`config.mk`:
```
export PLATFORM = sky130hd
export DESIGN_NAME = fetch_unit
export DESIGN_NICKNAME = d
export VERILOG_FILES = /design/src/rtl/fetch_pkg.sv /design/src/rtl/fetch_fifo.sv /design/src/rtl/fetch_unit.sv
export SDC_FILE = /design/constraint.sdc
export NUM_CORES = 1
export LEC_CHECK = 0
export CAP_MARGIN = 20
export CORE_MARGIN = 2
export CORE_UTILIZATION = 30
export DETAILED_ROUTE_END_ITERATION = 8
export PLACE_DENSITY = 0.52
export SYNTH_ARGS = -nofsm -noshare
export SYNTH_HDL_FRONTEND = slang
export SYNTH_SLANG_ARGS = --single-unit
```
`constraint.sdc`:
```
create_clock -name clk -period 3.7 [get_ports clk]
set_input_delay 0.74 -clock clk [delete_from_list [all_inputs] [get_ports clk]]
set_output_delay 0.74 -clock clk [all_outputs]
set_load 0.01 [all_outputs]
```
`src/rtl/fetch_pkg.sv`:
```
// fetch_pkg: shared widths, entry type and fetch FSM states.
// No ports; imported by fetch_fifo and fetch_unit.
package fetch_pkg;

   localparam int DEF_XLEN    = 32;
   localparam int DEF_ILEN    = 32;
   localparam int INSTR_BYTES = 4;

   typedef struct packed {
      logic [DEF_XLEN-1:0] pc;
      logic [DEF_ILEN-1:0] instr;
   } fetch_entry_t;

   typedef enum logic [1:0] {
      FS_IDLE,
      FS_RUN,
      FS_FAULT,
      FS_HALT
   } fetch_state_e;

endpackage

```
`src/rtl/fetch_fifo.sv`:
```
// fetch_fifo: sync prefetch FIFO, registered storage, comb head read.
// Ports: clk, n_rst, push/wdata, pop/rdata, flush, count, full, empty.
module fetch_fifo
   import fetch_pkg::*;
#(
   parameter int DEPTH = 4,
   parameter int W     = $bits(fetch_entry_t)
) (
   input  logic                     clk,
   input  logic                     n_rst,
   input  logic                     push,
   input  logic [W-1:0]             wdata,
   input  logic                     pop,
   input  logic                     flush,
   output logic [W-1:0]             rdata,
   output logic [$clog2(DEPTH):0]   count,
   output logic                     full,
   output logic                     empty
);

   localparam int AW = $clog2(DEPTH);

   logic [W-1:0]  mem_q [DEPTH];
   logic [AW-1:0] wr_ptr_q, wr_ptr_d;
   logic [AW-1:0] rd_ptr_q, rd_ptr_d;
   logic [AW:0]   cnt_q, cnt_d;
   logic          do_push, do_pop;

   assign full    = cnt_q == (AW+1)'(DEPTH);
   assign empty   = cnt_q == '0;
   assign count   = cnt_q;
   assign rdata   = mem_q[rd_ptr_q];
   assign do_pop  = pop && !empty;
   // a pop frees the slot, so push at full is fine then
   assign do_push = push && (!full || do_pop);

   always_comb begin
      wr_ptr_d = wr_ptr_q;
      rd_ptr_d = rd_ptr_q;
      cnt_d    = cnt_q;
      if (flush) begin
         wr_ptr_d = '0;
         rd_ptr_d = '0;
         cnt_d    = '0;
      end else begin
         if (do_push) wr_ptr_d = wr_ptr_q + 1'b1;
         if (do_pop)  rd_ptr_d = rd_ptr_q + 1'b1;
         unique case ({do_push, do_pop})
            2'b10:   cnt_d = cnt_q + 1'b1;
            2'b01:   cnt_d = cnt_q - 1'b1;
            default: cnt_d = cnt_q;
         endcase
      end
   end

   always_ff @(posedge clk or negedge n_rst) begin
      if (!n_rst) begin
         wr_ptr_q <= '0;
         rd_ptr_q <= '0;
         cnt_q    <= '0;
         for (int i = 0; i < DEPTH; i++) mem_q[i] <= '0;
      end else begin
         wr_ptr_q <= wr_ptr_d;
         rd_ptr_q <= rd_ptr_d;
         cnt_q    <= cnt_d;
         if (do_push && !flush) mem_q[wr_ptr_q] <= wdata;
      end
   end

endmodule

```
`src/rtl/fetch_unit.sv`:
```
// fetch_unit: PC owner, imem req/rsp with credit, prefetch FIFO to decode.
// Ports: clk, n_rst, redirect_*, imem_req_*, imem_rsp_*, instr_*.
// Option: FETCH_MISALIGN_CHECK_EN enables the misaligned-redirect fault.
module fetch_unit
   import fetch_pkg::*;
#(
   parameter int               XLEN            = DEF_XLEN,
   parameter int               ILEN            = DEF_ILEN,
   parameter int               FIFO_DEPTH      = 4,
   parameter int               MAX_OUTSTANDING = 2,
   parameter logic [XLEN-1:0]  RESET_PC        = '0
) (
   input  logic            clk,
   input  logic            n_rst,
   input  logic            redirect_valid,
   input  logic [XLEN-1:0] redirect_pc,
   output logic            imem_req_valid,
   input  logic            imem_req_ready,
   output logic [XLEN-1:0] imem_req_addr,
   input  logic            imem_rsp_valid,
   input  logic [ILEN-1:0] imem_rsp_data,
   output logic            instr_valid,
   input  logic            instr_ready,
   output logic [ILEN-1:0] instr,
   output logic [XLEN-1:0] instr_pc,
   output logic            instr_fault
);

   localparam int CW = $clog2(FIFO_DEPTH) + 1;
   localparam int EW = XLEN + ILEN;

   fetch_state_e    state_q, state_d;
   logic [XLEN-1:0] pc_q, pc_d;
   logic [XLEN-1:0] tag_q, tag_d;
   logic [XLEN-1:0] fpc_q, fpc_d;
   logic [CW-1:0]   outst_q, outst_d;
   logic [CW-1:0]   drop_q, drop_d;
   logic [CW-1:0]   fifo_cnt;
   logic [XLEN-1:0] target;
   logic [EW-1:0]   rdata;
   logic            misalign, room, req_fire;
   logic            push, pop, fifo_full, fifo_empty;

`ifdef FETCH_MISALIGN_CHECK_EN
   assign target      = redirect_pc;
   assign misalign    = redirect_pc[1:0] != 2'b00;
   assign instr_fault = state_q == FS_FAULT;
`else
   assign target      = redirect_pc & ~XLEN'(3);
   assign misalign    = 1'b0;
   assign instr_fault = 1'b0;
`endif

   // outstanding reserves a FIFO slot, so responses never overflow
   assign room = !fifo_full
              && (32'(outst_q) + 32'(fifo_cnt)) < 32'(FIFO_DEPTH)
              && 32'(outst_q) < 32'(MAX_OUTSTANDING);

   assign imem_req_valid = state_q == FS_RUN && !redirect_valid && room;
   assign imem_req_addr  = pc_q;
   assign req_fire       = imem_req_valid && imem_req_ready;

   assign push = imem_rsp_valid && drop_q == '0 && !redirect_valid;
   assign pop  = instr_valid && instr_ready && state_q != FS_FAULT;

   fetch_fifo #(
      .DEPTH (FIFO_DEPTH),
      .W     (EW)
   ) u_fifo (
      .clk   (clk),
      .n_rst (n_rst),
      .push  (push),
      .wdata ({tag_q, imem_rsp_data}),
      .pop   (pop),
      .flush (redirect_valid),
      .rdata (rdata),
      .count (fifo_cnt),
      .full  (fifo_full),
      .empty (fifo_empty)
   );

   always_comb begin
      instr_valid = 1'b0;
      instr       = '0;
      instr_pc    = '0;
      if (state_q == FS_FAULT) begin
         instr_valid = 1'b1;
         instr_pc    = fpc_q;
      end else if (!fifo_empty) begin
         instr_valid       = 1'b1;
         {instr_pc, instr} = rdata;
      end
   end

   always_comb begin
      state_d = state_q;
      pc_d    = pc_q;
      tag_d   = tag_q;
      fpc_d   = fpc_q;
      drop_d  = drop_q;
      outst_d = outst_q + CW'(req_fire) - CW'(imem_rsp_valid);
      if (req_fire) pc_d = pc_q + XLEN'(INSTR_BYTES);
      if (imem_rsp_valid) begin
         if (drop_q != '0) drop_d = drop_q - 1'b1;
         else              tag_d  = tag_q + XLEN'(INSTR_BYTES);
      end
      unique case (state_q)
         FS_IDLE:  state_d = FS_RUN;
         FS_FAULT: if (instr_ready) state_d = FS_HALT;
         default:  state_d = state_q;
      endcase
      // every request still in flight after this edge is stale
      if (redirect_valid) begin
         pc_d    = target;
         tag_d   = target;
         fpc_d   = redirect_pc;
         drop_d  = outst_q - CW'(imem_rsp_valid);
         state_d = misalign ? FS_FAULT : FS_RUN;
      end
   end

   always_ff @(posedge clk or negedge n_rst) begin
      if (!n_rst) begin
         state_q <= FS_IDLE;
         pc_q    <= RESET_PC;
         tag_q   <= RESET_PC;
         fpc_q   <= '0;
         outst_q <= '0;
         drop_q  <= '0;
      end else begin
         state_q <= state_d;
         pc_q    <= pc_d;
         tag_q   <= tag_d;
         fpc_q   <= fpc_d;
         outst_q <= outst_d;
         drop_q  <= drop_d;
      end
   end

endmodule

```
# Yosys cells after proc, flatten, opt, wreduce, memory -nomap -nowiden
# Index checks and enable logic that the tools add are counted.
[classes]
n_lt_le_gt_ge = 5
n_reduce_logical = 31
n_addsub = 11
eq_ne = 8
n_bitwise = 2
n_mux = 29
[ops]
columns = ["op", "n"]
rows = [
  ["$mux 32", 9],
  ["$bwmux 256", 1],
  ["$mux 64", 3],
  ["$bmux 64 s2", 1],
  ["$demux 64 s2", 1],
  ["$add 32x3->32 const B", 2],
  ["$logic_and 1x1->1", 13],
  ["$mux 2", 6],
  ["$mux 3", 4],
  ["$reduce_bool 2->1", 5],
  ["$reduce_bool 3->1", 3],
  ["$ge 3x3->1 const B", 2],
  ["$logic_not 3->1", 2],
  ["$not 2->3", 2],
  ["$pmux 3 s2", 1],
  ["$reduce_and 2->1", 3],
  ["$sub 3x1->3", 2],
  ["$sub 3x1->3 const B", 2],
  ["$add 2x1->2 const B", 2],
  ["$add 3x3->4", 1],
  ["$eq 2x1->1 const B", 2],
  ["$eq 2x2->1 const B", 2],
  ["$lt 4x3->1 const B", 1],
  ["$ne 2x2->1 const B", 2],
  ["other kinds (11)", 14],
]
[word_totals]
register_bits = 367
inputBits = 70
word_cells = 99
output_inout_bits = 99

# Longest topological paths before layout
[depth]
ltp_word = 11
mapped_depth = 15
mapped_depth_nobuf = 12

# By module
# Synthesis repeated with hierarchy kept, for this count alone.
[hier_totals]
hier_cells = 1328
area_unflattened_um2 = 17399.2
[modules_own_cells]
columns = ["module", "area_per_inst_um2", "n_inst", "cells_per_inst", "seq_area_each_um2"]
rows = [
  ["fetch_fifo", 11622.4, 1, 679, 6581.3],
  ["fetch_unit", 5776.8, 1, 649, 2502.4],
]

# Worst setup path after synthesis
# No wires, ideal clock.
[synth_path]
kind = "in2reg"
startpoint = "in redirect_valid"
endpoint = "reg outst_q[2]"
slack_ps = 894
stages = 13
arrival_time_ps = 2685
setup_ps = 122
path_buffers = 3
t_required_ps = 3578
cell_sequence = "nor3b_1 and4_1 buf_2 and2_1 buf_4 inv_8 buf_6 ha_1 inv_1 ha_1 inv_1 fa_1 xor2_1"
[synth_between]
elab_chain_cells = 6
[synth_lines]
columns = ["item", "line", "source"]
rows = [
  ["from (decl)", "fetch_unit.sv:15", "input logic redirect_valid,"],
  ["$logic_not 1->1", "fetch_unit.sv:59", "assign imem_req_valid = state_q == FS_RUN && !redirect_valid && room;"],
  ["$logic_and 1x1->1 (2 in series)", "fetch_unit.sv:59", ""],
  ["$logic_and 1x1->1", "fetch_unit.sv:61", "assign req_fire = imem_req_valid && imem_req_ready;"],
  ["$add 3x1->3", "fetch_unit.sv:101", "outst_d = outst_q + CW'(req_fire) - CW'(imem_rsp_valid);"],
  ["$sub 3x1->3", "fetch_unit.sv:101", ""],
  ["named net outst_d[2]", "fetch_unit.sv:36", "logic [CW-1:0] outst_q, outst_d;"],
  ["to (signal assigned)", "fetch_unit.sv:135", "outst_q <= outst_d;"],
  ["to (decl)", "fetch_unit.sv:36", ""],
]
# The timed path passes the listed nets, and every way through them passes these cells.
# A chain may end at the register's enable or synchronous reset.

# Worst setup path after layout
[layout_path]
startpoint = "reg state_q[1]"
endpoint = "out instr_pc[24]"
[layout_between]
elab_chain_cells = 2
[layout_lines]
columns = ["item", "line", "source"]
rows = [
  ["from (decl)", "fetch_unit.sv:32", "fetch_state_e state_q, state_d;"],
  ["from (signal assigned)", "fetch_unit.sv:131", "state_q <= state_d;"],
  ["$eq 2x2->1", "fetch_unit.sv:86", "if (state_q == FS_FAULT) begin"],
  ["$mux 32", "fetch_unit.sv:86", ""],
  ["to (decl)", "fetch_unit.sv:25", "output logic [XLEN-1:0] instr_pc,"],
]
# Every way passes these cells.

==> flow_summary.toml <==
[run_status]
result_of_the_run = "finished clean"

[synth]
yosys_most_used_dff = "dfrtp_1"
synth_top_cells_by_area = "dfrtp_1 53%, mux2_2 20%, mux4_2 8.3%, and2_1 1.4%, xnor2_1 1.4%"
synth-compound-area-share_pct = 4.394
synth-adder-area-share_pct = 1.356
post_synth.cell_area_avg_sq_um = 13.65
ys.warnings.count = 0
number_of_distinct_library_cells_after_synthesis = 61
proportion_of_synthesized_chip_area_in_sequential_cells_pct = 52.88
most_frequent_cells_after_synthesis = "355 x dfrtp_1, 296 x mux2_2, 62 x mux4_2"
syn-instance-count = 1231
post_synth_edffs = 0
fraction_of_the_mapped_netlist_area_in_simple_logic_gates_pct = 7.426
postSynth.asyncResetShare_pct = 100.0
post-synth-top-count-cell = "dfrtp_1"
dominant_combinational_cell_family_by_area_after_synthesis = "multiplexers"
yosysTopAreaCellShare_pct = 52.88
synth_mux_area_share_pct = 28.33
synth_area_leader_cell = "dfrtp_1"
netlist_area_sq_um = 16800
yosys.area_share.xor_xnor_pct = 2.503
synth_seq_cells = 355

[sta]
maxSlewViolCount = 0
setup_total_negative_slack_ns = 0
timing.final.setup_violations = 0
fin_crit_ns = 3.451
hold_violations = 0
transition_time_at_the_pin_with_the_least_slew_margin_ns = 0.9082
maxClockFrequency_ghz = 0.2898
timing.clock.skew_ns = 0.03812
layout_worst_path_cycle_share_pct = 93.27
timing.max_slew.rel_slack_pct = 38.95
grt_setup_unrepaired = "no"

[critical_path]
rr_startpoint = "u_fifo.count[1]"
crit_path_start_kind = "register"
setup.worst_path.class = "register to output port"
critPathRequiredTime_ns = 2.96
critical_path.startpoint = "state_q[1]"
timing.critical_path.arrival_ns = 2.71
timing.critical_path.to = "instr_pc[24]"
worst_setup_path_end_kind = "output port"
regToRegEndpoint = "outst_q[2]"
setup.reg_to_reg.worst_slack_ns = 1.04
timing.reg2reg.worst_path_depth = 11
critical_path.max_fanout = 22

[grt]
antenna_found_initial = 0
first_pass_grt_wire_length_mm = 69.39
overall_overflow_remaining_after_global_route = 0
grt_pass1_vias = 11670
pin_count_of_the_biggest_net_entering_global_routing = 94
globalRouteTotalUtil_pct = 15.58

[detailed_routing]
route.detailed.wl_per_inst_um = 20.41
drt_wl_total_mm = 44.34
avgViaCountPerCell = 4.927
route.detailed.drc = 0
drtIter0Drc = 461
final_antenna_net_count = 0
detail_route.first_pass.iterations = 4
maxUsedRoutingLayer = "met4"
route.met2.wl_mm = 20.43
routedLengthMet1_mm = 20.77
detailroute.via_count = 10700
dr_wl_met3_mm = 2.157

[cells_and_area]
num_antenna_cells = 0
design_area_sq_um = 20980
drive_above_1_share_pct = 33.92
final_net_count = 1482
area_growth_syn_to_layout_pct = 24.88
fill_cells = 5235

[clocking]
post_cts_buffers = 0
cts.root.buffer_cell = "clkbuf_16"
clock_tree.buffer_depth = 3
ctsHoldBuffers = 0
clock_insertion_delay_at_the_later_pin_of_the_skew_report_ns = 0.59
clock_net_sink_count = 355
cts.clk_slew.worst_paths_ns = 0.06
h-tree-depth = 2
number_of_cts_inserted_buffers = 43
cts_tree = "yes"

[pwr]
peak_supply_drop_mv = 0.3286
p_per_area_nw_per_um2 = 644.2
cellLeakagePower_nw = 9.201

[floorplanning]
standard_cell_core_area_sq_um = 55200
floorplan.rows = 86
initial_utilization_pct = 30.43
die_x_um = 240.6
io-pin-count = 169
floorplan.die.height_um = 240.6
dieArea_sq_um = 57910

[worst_hold_path]
holdCritPathClass = "input pin to async pin"

[placed_design]
buffer_ports.inserted = 165
placed_cell_area_sq_um = 19530
gp_routability_congestion = 0.8899
post-dp-hpwl_mm = 28.75

[job]
maxCapViolations = 0
[logic make-up (layout without fill, tap and decap cells)]
group | after synthesis | after routing
AOI/OAI and AO/OA | 110 | 110
xor gates and xnor gates | 48 | 48
adders and majority gates | 17 | 17
buffers and inverters | 115 | 305
DFF | 355 | 355
muxes | 361 | 361
other | 1 | 3
and+or+nand+nor | 224 | 225
[placed cells by master, fill, tap and decap left out, types with 17 or more instances in the layout]
cell type        count
dfrtp_1            353
mux2_2             296
clkdlybuf4s50_1    163
mux4_2              62
nand2_1             49
clkbuf_16           43
and2_1              38
o21ai_0             31
nand3_1             29
inv_1               28
xnor2_1             26
nand4_1             24
xor2_1              22
a22o_1              22
nor2_1              22
buf_4               19
a21oi_1             18
buf_12              17
[registers in the layout (all words and copies together), names as in the netlist, 3 cells and up]
signal / count
outst_q: 3
drop_q: 3
u_fifo.count: 3
fpc_q: 32
imem_req_addr: 30
tag_q: 30
u_fifo.mem_q: 248
[critical path, cell delays in order, from the launching register on]
cell             delay (ns)
dfrtp_1                0.41
nor2b_2                0.23
nor2_4                 0.45
buf_12                 0.24
nand2_1                0.06
o21ai_0                0.12
clkdlybuf4s50_1        0.60
[worst min-delay path by stage]
stage | from | endpoint | slack, ns | cells past startpoint
6_report | n_rst | imem_req_addr[25] | 0.1 | 1
5_1_grt | n_rst | imem_req_addr[25] | 0.12 | 1
4_1_cts | n_rst | fpc_q[0] | 0.09 | 1
3_5_place_dp | fpc_q[1] | fpc_q[1] | 0.49 | 1
3_3_place_gp | u_fifo.mem_q[95] | u_fifo.mem_q[95] | 0.48 | 1
2_1_floorplan | n_rst | drop_q[0] | 0.44 | 0
[what timing repair did]
| item | 4_1_cts | 5_1_grt |
|---|---|---|
| setup endpoints to repair | 0 | 9 |
| hold endpoints to repair | 0 | 0 |
| resized for setup | 0 | 2 |
[where the power goes]
group | internal [mW] | switching [mW] | leakage (nW) | total, mW
combinational | 2.31 | 1.83 | 3.89 | 4.14
sequential | 4.60 | 0.493 | 4.62 | 5.09
clock | 2.57 | 1.71 | 0.694 | 4.28
total | 9.48 | 4.04 | 9.20 | 13.5
[per-layer routing]
layer / vias up / global-route usage, %
li1: 4817 / -
met1: 5587 / 21.39
met2: 225 / 24.90
met3: 73 / 3.248
met4: 0 / 4.480
met5: - / 0
[layout make-up]
| cell class | instances | area, sq um | area share (%) |
|---|---|---|---|
| Clock buffer | 59 | 1206 | 5.750 |
| Clock inverter | 15 | 224.0 | 1.068 |
| Inverter | 30 | 120.1 | 0.5726 |
| Multi-Input combinational cell | 764 | 7468 | 35.60 |
| Sequential cell | 355 | 8889 | 42.37 |
| Tap cell | 748 | 935.9 | 4.461 |
| Timing Repair Buffer | 201 | 2135 | 10.18 |
[through the flow]
step / hold WS (ns) / power [mW] / util [%] / std cells / setup slack (ns)
floorplan: 0.4444 / 7.487 / - / 1233 / 0.8937
global placement: 0.4820 / 9.238 / 35.38 / 2097 / 0.6854
detailed placement: 0.4867 / 9.312 / 35.38 / 2097 / 0.6662
CTS: 0.09314 / 13.71 / 37.97 / 2171 / 0.01151
global route: 0.1210 / 14.31 / 38.00 / 2172 / 0.07885
finish: 0.09841 / 13.51 / 38.00 / 2172 / 0.2491
(Power assumes the default switching activity.)
